`src/rtl/serializer12bit_tx_if.sv`:
```
// Handshake and serial-line bundle for the word serializer.
interface serializer12bit_tx_if #(
   parameter int WIDTH = 12
);
   logic [WIDTH-1:0] data_in;
   logic             load_valid;
   logic             load_ready;
   logic             ser_out;
   logic             ser_en;
   logic             done;
   logic             busy;

   modport master (
      output data_in, load_valid,
      input  load_ready, ser_out, ser_en, done, busy
   );

   modport slave (
      input  data_in, load_valid,
      output load_ready, ser_out, ser_en, done, busy
   );
endinterface

```
`src/rtl/serializer12bit_tx.sv`:
```
// Parallel-in serial-out transmitter: one word per frame,
// one bit per clock, qualified by ser_en, done after last bit.
module serializer12bit_tx #(
   parameter int WIDTH     = 12,
   parameter int MSB_FIRST = 1
) (
   input logic                 clk,
   input logic                 rst_n,
   serializer12bit_tx_if.slave bus
);
   localparam int CW = $clog2(WIDTH);

   typedef enum logic [1:0] {
      S_IDLE,
      S_SHIFT,
      S_DONE
   } state_e;

   state_e           state_q, state_d;
   logic [CW-1:0]    cnt_q, cnt_d;
   logic [WIDTH-1:0] sh_q, sh_d;
   logic             ser_out_q, ser_out_d;
   logic             ser_en_q, ser_en_d;
   logic             done_q, done_d;
   logic             busy_q, busy_d;
   logic             ready_q, ready_d;

   // The shift register holds the bits not yet on the line,
   // so the head bit is always at the same end.
   function automatic logic head(input logic [WIDTH-1:0] x);
      return (MSB_FIRST != 0) ? x[WIDTH-1] : x[0];
   endfunction

   function automatic logic [WIDTH-1:0] adv(input logic [WIDTH-1:0] x);
      return (MSB_FIRST != 0) ? {x[WIDTH-2:0], 1'b0}
                              : {1'b0, x[WIDTH-1:1]};
   endfunction

   always_comb begin
      state_d   = state_q;
      cnt_d     = cnt_q;
      sh_d      = sh_q;
      ser_out_d = 1'b0;
      ser_en_d  = 1'b0;
      done_d    = 1'b0;
      busy_d    = 1'b0;
      ready_d   = 1'b0;
      unique case (state_q)
         S_IDLE: begin
            ready_d = 1'b1;
            if (bus.load_valid && ready_q) begin
               state_d   = S_SHIFT;
               cnt_d     = '0;
               sh_d      = adv(bus.data_in);
               ser_out_d = head(bus.data_in);
               ser_en_d  = 1'b1;
               busy_d    = 1'b1;
               ready_d   = 1'b0;
            end
         end
         S_SHIFT: begin
            busy_d = 1'b1;
            if (cnt_q == CW'(WIDTH - 1)) begin
               state_d = S_DONE;
               cnt_d   = '0;
               done_d  = 1'b1;
            end else begin
               cnt_d     = cnt_q + CW'(1);
               ser_out_d = head(sh_q);
               sh_d      = adv(sh_q);
               ser_en_d  = 1'b1;
            end
         end
         S_DONE: begin
            state_d = S_IDLE;
            ready_d = 1'b1;
         end
         default: begin
            state_d = S_IDLE;
            ready_d = 1'b1;
         end
      endcase
   end

   always_ff @(posedge clk or negedge rst_n) begin
      if (!rst_n) begin
         state_q   <= S_IDLE;
         cnt_q     <= '0;
         sh_q      <= '0;
         ser_out_q <= 1'b0;
         ser_en_q  <= 1'b0;
         done_q    <= 1'b0;
         busy_q    <= 1'b0;
         ready_q   <= 1'b1;
      end else begin
         state_q   <= state_d;
         cnt_q     <= cnt_d;
         sh_q      <= sh_d;
         ser_out_q <= ser_out_d;
         ser_en_q  <= ser_en_d;
         done_q    <= done_d;
         busy_q    <= busy_d;
         ready_q   <= ready_d;
      end
   end

   assign bus.load_ready = ready_q;
   assign bus.ser_out    = ser_out_q;
   assign bus.ser_en     = ser_en_q;
   assign bus.done       = done_q;
   assign bus.busy       = busy_q;
endmodule

```
`src/flat_wrapper.sv`:
```
// flat-port wrapper written by rule: the top's interface ports become plain ports
module serializer12bit_tx_flat 
#(
   parameter int WIDTH     = 12,
   parameter int MSB_FIRST = 1
)
  (clk, rst_n, bus_data_in, bus_load_valid, bus_load_ready, bus_ser_out, bus_ser_en, bus_done, bus_busy);
  serializer12bit_tx_if #(.WIDTH(WIDTH)) bus_i ();
  input logic clk;
  input logic rst_n;
  input wire logic [$bits(bus_i.data_in)-1:0] bus_data_in;
  input wire logic [$bits(bus_i.load_valid)-1:0] bus_load_valid;
  output wire logic [$bits(bus_i.load_ready)-1:0] bus_load_ready;
  output wire logic [$bits(bus_i.ser_out)-1:0] bus_ser_out;
  output wire logic [$bits(bus_i.ser_en)-1:0] bus_ser_en;
  output wire logic [$bits(bus_i.done)-1:0] bus_done;
  output wire logic [$bits(bus_i.busy)-1:0] bus_busy;
  assign bus_i.data_in = bus_data_in;
  assign bus_i.load_valid = bus_load_valid;
  assign bus_load_ready = bus_i.load_ready;
  assign bus_ser_out = bus_i.ser_out;
  assign bus_ser_en = bus_i.ser_en;
  assign bus_done = bus_i.done;
  assign bus_busy = bus_i.busy;
  serializer12bit_tx #(.WIDTH(WIDTH), .MSB_FIRST(MSB_FIRST)) u_core (.clk(clk), .rst_n(rst_n), .bus(bus_i));
endmodule
```
`config.mk`:
```
export PLATFORM = sky130hd
export DESIGN_NAME = serializer12bit_tx_flat
export DESIGN_NICKNAME = d
export VERILOG_FILES = /design/src/rtl/serializer12bit_tx_if.sv /design/src/rtl/serializer12bit_tx.sv /design/src/flat_wrapper.sv
export SDC_FILE = /design/constraint.sdc
export NUM_CORES = 1
export LEC_CHECK = 0
export CORE_AREA = 2 2 63 65
export DETAILED_ROUTE_END_ITERATION = 8
export DIE_AREA = 0 0 65 67
export GPL_ROUTABILITY_DRIVEN = 0
export HOLD_SLACK_MARGIN = 0.15
export SYNTH_ARGS = -nofsm -noshare
export SYNTH_HDL_FRONTEND = slang
export SYNTH_SLANG_ARGS = --single-unit
```
`constraint.sdc`:
```
create_clock -name clk -period 3.6 [get_ports clk]
set_input_delay 0.72 -clock clk [delete_from_list [all_inputs] [get_ports clk]]
set_output_delay 0.72 -clock clk [all_outputs]
set_load 0.01 [all_outputs]
```
# Word-level counts from Yosys, hierarchy flattened
# Cells that the tools add are included.
# W data, S select, Z words.
dict set report op_classes {
  n_reduce_logical 6
  addsub 1
  n_eq_ne 5
  mux 20
}
# operator count
set op_table {}
lappend op_table {{$mux W12} 2}
lappend op_table {{$pmux W12 S2} 1}
lappend op_table {{$mux W4} 2}
lappend op_table {{$pmux W1 S2} 4}
lappend op_table {{$pmux W4 S2} 1}
lappend op_table {{$mux W1} 7}
lappend op_table {{$add A4 B1 Y4 const B} 1}
lappend op_table {{$eq A4 B4 Y1 const B} 1}
lappend op_table {{$mux W2} 2}
lappend op_table {{$ne A2 B1 Y1 const B} 2}
lappend op_table {{$pmux W2 S2} 1}
lappend op_table {{$reduce_and A2 Y1} 2}
lappend op_table {{$reduce_and A3 Y1} 1}
lappend op_table {{$eq A2 B1 Y1 const B} 1}
lappend op_table {{$logic_not A2 Y1} 1}
lappend op_table {{$ne A2 B2 Y1 const B} 1}
lappend op_table {{$reduce_bool A2 Y1} 1}
lappend op_table {{$logic_and A1 B1 Y1} 1}
dict set report word_totals {
  elab_cells 40
  input_bits 15
  register_bits 23
  output_inout_bits 5
}

# Depth between registers and ports, before layout
dict set report depth {
  ltp_word 3
  depth_mapped 5
  depth_no_buf 4
}

# Least setup slack after synthesis
# OpenSTA, ideal clock, no wires.
dict set report synth_path {
  kind {in2reg}
  startpoint {input port bus_load_valid}
  endpoint {register u_core.sh_q[11]}
  t_required_ns 3.475
  setup_slack_ns 1.937
  arrival_ns 1.538
  setup_time_ns 0.125
  path_stages 4
  cell_sequence {and4bb_4 -> a21o_1 -> buf_6 -> mux2_4}
}
dict set report synth_via {
  elab_chain_cells 3
}
# item line
set synth_lines {}
lappend synth_lines {{from (decl)} flat_wrapper.sv:12} ;# input wire logic [$bits(bus_i.load_valid)-1:0] bus_load_valid;
lappend synth_lines {{$logic_and A1 B1 Y1} serializer12bit_tx.sv:51} ;# if (bus.load_valid && ready_q) begin
lappend synth_lines {{$ne A2 B1 Y1 (no line)} -}
lappend synth_lines {{$reduce_and A3 Y1 (no line)} -}
lappend synth_lines {{to (signal assigned)} serializer12bit_tx.sv:89} ;# sh_q <= '0;
lappend synth_lines {{to (signal assigned)} serializer12bit_tx.sv:98} ;# sh_q <= sh_d;
lappend synth_lines {{to (decl)} serializer12bit_tx.sv:21} ;# logic [WIDTH-1:0] sh_q, sh_d;
# No other way between the ends.
# A chain may end at the register's enable or synchronous reset.

# Worst setup path in the final report
dict set report layout_path {
  startpoint {input port bus_load_valid}
  endpoint {register u_core.sh_q[10]}
}
# The elaborated chain is that of the path after synthesis.

==> results.yml <==
min_path:
  whs_path_depth: 1
  min_to: "u_core.sh_q[2]"
  worstHoldPathType: "flip-flop to flip-flop"
  worstHoldStart: "u_core.sh_q[2]"
synth:
  synth-edff-count: 0
  async_flop_share_pct: 100
  ys_seq_elements: 22
  syn_inst: 74
  synth-main-ff-cell: "dfrtp_1"
  syn_nets: 90
  syn_area_per_cell_sq_um: 14.4
  synth_cell_types: 27
  synth_top_area_share_pct: 49.4
  netlist_area_sq_mm: 0.00106
  synth_warnings: 0
  ys_seq_area_share_pct: 51.9
  yosys.area.top_type: "dfrtp_1"
  synthTopCellsByArea: "dfrtp_1 (49%), mux2_4 (21%), mux2_2 (5.3%), dfstp_2 (2.5%), a21o_1 (2.1%)"
power_and_ir_drop:
  ir_drop_uv: 313
  combPwrFrac_pct: 44.7
  p_int_w: 0.000847
  p_leak_nw: 0.622
  p_switching_w: 0.000333
  seqPwrFrac_pct: 36.0
  p_total_w: 0.00118
  swShare_pct: 28.2
  power_density_mw_per_mm2: 871
  p_clk_share_pct: 19.3
flow_run:
  maxCapViolCount: 0
finish:
  multi_input_area_sq_um: 467
  ff_latch_area_sq_um: 552
  filler_cell_count: 362
  final_layout_size_suffix_gt1_share_pct: 28.4
  finalInstanceArea_sq_mm: 0.00136
  areaGrowthSynthToFinish_pct: 27.4
  diodes: 0
  nets: 112
drt:
  vias: 650
  drt-pass1-iter-count: 4
  wire_per_inst_um: 12.4
  remaining_drc_errors: 0
  viasPerCell: 4.55
  drt_iter0_markers: 32
  drt-total-wl_um: 1770
  ant_nets: 0
critical_path:
  arrival_ps: 2350
  r2r-end: "u_core.sh_q[10]"
  r2r_start: "u_core.cnt_q[0]"
  r2r_slack_ps: 1690
  reg2reg_depth: 4
  critPathKind: "input port to flip-flop"
  end_kind: "flip-flop"
  critPathRequiredTime_ps: 3750
  start_kind: "input port"
  cp_max_fo: 11
timing:
  fin_skew_ps: 4.51
  rsz0062_at_grt: "no"
  fmax_mhz: 455
  maxSlewHeadroom_pct: 38.1
  tightest_slew_ps: 926
  fin_crit_ps: 2200
  timing.hold.ws_ps: 515
  finalSetupViolCount: 0
  drv_slew: 0
  finalSetupTns_ps: 0
  period_share_pct: 61.0
  hold_violations: 0
die:
  ios: 20
  die_y_um: 67
  start_util_pct: 29.5
  die_w_um: 65
  dieArea_sq_mm: 0.00436
  rows: 22
  core_sq_mm: 0.00361
placed_design:
  port_buffers: 19
  dp_hpwl_um: 1280
  dpl_cell_area_sq_mm: 0.00128
global_routing:
  grtUsageTotal_pct: 9.64
  grt_pass1_wl_um: 3170
  overflow: 0
  grt_start_max_net_pins: 23
  antenna_found_initial: 0
  grt_pass1_vias: 681
clocking:
  tritoncts: "built"
  clk_path_buf_depth: 2
  htreeDepth: 1
  numCtsBuffers: 3
  post-cts-setup-buffers: 0
  ctsResizeCount: 0
  ctsHoldBuffers: 0
  clk_latency_ps: 260
  path_clk_slew_ps: 80
  cts.root.buffer_cell: "clkbuf_8"
  cts.sinks: 22
outcome:
  status: "completed"
-- cell type report --
class	instances	area share [%]
Sequential cell	22	40.7
Clock inverter	1	2.22
Clock buffer	3	3.05
Multi-Input combinational cell	47	34.4
Timing Repair Buffer	20	14.6
Inverter	2	0.554
Tap cell	48	4.43
-- Yosys cell counts, drive strengths merged (2+ instances only) --
library cell	n
a21o	3
buf	3
dfrtp	21
inv	2
mux2	20
nand3	2
nor2	3
o21ai	3
-- per-layer routing --
metal | global-route usage (%) | up-vias | wire length [um]
li1 | - | 310 | -
met1 | 11.5 | 320 | 776
met2 | 16.6 | 18 | 881
met3 | 3.21 | 2 | 106
met4 | 2.39 | 0 | 8
met5 | 0 | - | 0
-- critical path, stage by stage --
cell and delay (ps):
clkdlybuf4s50_1 490, and4bb_4 280, a21o_1 460, mux2_2 400
-- cell usage in the layout, fill, tap and decap left out --
cell type / Yosys / final
a21oi_1: 1 / 1
nand3b_1: 1 / 1
inv_1: 2 / 2
buf_4: 0 / 1
dfrtp_1: 21 / 21
clkbuf_8: 0 / 3
or3_1: 1 / 1
nand3_1: 2 / 2
nand4_1: 1 / 1
and4bb_4: 1 / 1
a22o_1: 1 / 1
ha_1: 1 / 1
nor2_1: 3 / 3
nor3b_1: 1 / 1
clkdlybuf4s50_1: 0 / 19
mux2_2: 5 / 5
a32o_1: 1 / 1
nor2b_1: 1 / 1
o31ai_1: 1 / 1
nand2_1: 1 / 1
a21o_1: 3 / 3
o21ai_0: 3 / 3
bufinv_16: 0 / 1
and3b_1: 1 / 1
o41ai_1: 1 / 1
dfstp_2: 1 / 1
mux2_4: 15 / 15
nand2b_1: 1 / 1
nor3_1: 1 / 1
-- cells by family (layout without fill, tap and decap cells) --
logic type / count (synthesis) / count (layout) / share of synthesized area [%]
adder cells (fa/ha/maj): 1 / 1 / 1.18
AO/OA/AOI/OAI: 11 / 11 / 7.29
buffers and inverters: 5 / 26 / 4.23
AND/OR/NAND/NOR: 15 / 15 / 8.94
multiplexers: 20 / 20 / 26.5
flip-flops: 22 / 22 / 51.9
-- metrics by stage --
| stage | instances | util, % | worst slack, ps |
|---|---|---|---|
| global route | 143 | 37.6 | 1310 |
| finish | 143 | 37.6 | 1400 |
| floorplan | 74 | - | 1940 |
| global placement | 139 | 35.6 | 1160 |
| detailed placement | 139 | 35.6 | 1100 |
| CTS | 143 | 37.6 | 1380 |
-- sequential cells by signal, summed over array words and instances, names as in the netlist --
name,cells
u_core.state_q,2
u_core.cnt_q,4
u_core.bus.ser_out,1
u_core.bus.done,1
u_core.bus.load_ready,1
u_core.sh_q,11
u_core.bus.busy,1
u_core.bus.ser_en,1
-- how the worst max path moves through the flow --
stage | from | endpoint | slack (ps) | cells past startpoint
5_1_grt | bus_load_valid | u_core.sh_q[10] | 1310 | 4
3_5_place_dp | bus_load_valid | u_core.sh_q[10] | 1100 | 4
6_report | bus_load_valid | u_core.sh_q[10] | 1400 | 4
2_1_floorplan | bus_load_valid | u_core.sh_q[11] | 1940 | 4
3_3_place_gp | bus_load_valid | u_core.sh_q[10] | 1160 | 4
4_1_cts | bus_load_valid | u_core.sh_q[10] | 1380 | 4
-- power by group through the flow --
stage,clock (W),combinational [W],sequential (W)
floorplan,0,0.000447,0.000422
global placement,0,0.000522,0.000426
detailed placement,0,0.000536,0.000429
CTS,0.000235,0.000537,0.000426
global route,0.000245,0.000581,0.000442
finish,0.000228,0.000527,0.000425
(Power assumes the default switching activity.)
==> patch: new RTL, config.mk and constraints unchanged <==
The 3 states of `state_e` get a one-hot encoding in 3 bits.
--- a/src/rtl/serializer12bit_tx.sv
+++ b/src/rtl/serializer12bit_tx.sv
@@ -10,10 +10,10 @@
 );
    localparam int CW = $clog2(WIDTH);
 
-   typedef enum logic [1:0] {
-      S_IDLE,
-      S_SHIFT,
-      S_DONE
+   typedef enum logic [2:0] {
+      S_IDLE  = 3'b001,
+      S_SHIFT = 3'b010,
+      S_DONE  = 3'b100
    } state_e;
 
    state_e           state_q, state_d;
Function: same outputs for any inputs over 10 cycles, from zero or initial values and one cycle with rst_n low; not proved beyond that.
==> patch against the unedited design <==
  * Area after synthesis rose by 0.82%
  * Non-clock buffer count is the same
  * Sequential cell count is 1 higher
  * Final cell count grew 1.4%
  * Wire length up 9.0%
  * Critical path type unchanged
  * Worst setup slack lost 0.16 ns
  * Die area unchanged
  * Design area decreased by 0.55%
  * Clock power down 28%
  * Critical path depth unchanged
  * Sequential share of layout area rose by 2.2 points
  * Fmax decreased by 6.6%
  * Total power decreased by 21%
==> patch: results (changes against the unedited design) <==
[run_status]
outcome=finished, final reports clean

[worst_setup_path]
setup.reg_to_reg.worst_slack_ns=1.58  ; -0.11 ns
critical_path.reg2reg.endpoint=u_core.sh_q[11]
timing.critical_path.arrival_ns=2.51  ; +0.16 ns
slowest_stage=o2bb2ai_2
critical-path-top-delay-family=compound AO/OA/AOI/OAI gates
reg2reg_depth=3  ; -1
path_max_fanout=12  ; +1
slowest_delay_ns=0.70  ; +0.21 ns

[power_and_ir_drop]
comb_power_share_pct=37.3  ; -7.4 points
netSwitchingPower_w=0.0002761  ; -17%
irDropWorstVdd_v=0.0002121  ; -32%
static_leakage_power_nw=0.5540  ; -11%
seq_power_share_pct=45.2  ; +9.2 points

[finish]
multi_input_area_share_pct=32.96  ; -1.5 points
layout.buffer.nonclock.area_share_pct=14.67  ; +0.081 points
drive_above_1_share_pct=31.96  ; +3.5 points
finish.net_count=114  ; +1.8%
post-route-cell-area_um2=1348  ; -0.55%
n_fill_cell=362  ; unchanged
biggestRegsByFlops=u_core.sh_q (11), u_core.cnt_q (4), u_core.state_q (3)
inverters=5  ; +3

[placed_design]
post-dp-hpwl_um=1410  ; +9.9%

[global_route]
grt_util_met2_pct=17.27  ; +0.64 points
grt_use_met1_pct=12.21  ; +0.69 points
global_route_wire_length_before_repair_um=3291  ; +3.9%
grtUsageTotal_pct=10.20  ; +0.56 points
use_met3_pct=3.378  ; +0.17 points

[hold_path]
min_delay_worst_endpoint=u_core.sh_q[2]

[synth]
mappedNetlistNets=91  ; +1.1%
synth_sequential_area_ratio_pct=53.91  ; +2.0 points
synth_cell_type_count=28  ; +3.7%
synthTopCellsByArea=dfrtp_1, mux2_2, mux2_4, dfstp_2, a32o_1

[clocking]
postCtsSetupBuffers=0  ; unchanged
total_clock_sinks=23  ; +4.5%

[detailed_routing]
met3WireLength_um=105  ; -0.94%
vias_per_cell=4.503  ; -0.92%
detail_route.wl_per_cell_um=13.32  ; +7.5%
detailedRoute.firstIterationViolations=46  ; +44%
detail_route.wirelength.met1_um=885  ; +14%

[timing]
worst_slew_margin_relative_to_its_limit_pct=31.52  ; -6.5 points
finalHoldWorstSlack_ns=0.5106  ; -0.004439 ns
skew_ns=0.003227  ; -0.001282 ns

-- patch: logic make-up (layout without fill, tap and decap cells) --
logic type,Yosys count,count (layout),synth area share (%)
muxes,20,20,23.80
and+or+nand+nor,14,14,8.519
DFF,23,23,53.91
AOI/OAI and AO/OA,10,10,7.935
buffers and inverters,7,29,4.667
adders and majority gates,1,1,1.167
-- patch: through the flow --
stage               instances  utilization [%]
finish                    145            37.37
global route              145            37.37
CTS                       145            37.37
detailed placement        141            36.02
global placement          141            36.02
floorplan                  75                -
-- patch: how the worst max path moves through the flow --
stage | from | endpoint | slack, ns | cells after the start
final | bus_load_valid | u_core.sh_q[11] | 1.25 | 4
after global routing | bus_load_valid | u_core.sh_q[11] | 1.12 | 4
after CTS | bus_load_valid | u_core.sh_q[11] | 1.24 | 4
after detailed placement | bus_load_valid | u_core.sh_q[11] | 0.97 | 4
after global placement | bus_load_valid | u_core.sh_q[2] | 0.99 | 4
after floorplan | bus_load_valid | u_core.sh_q[10] | 1.86 | 4
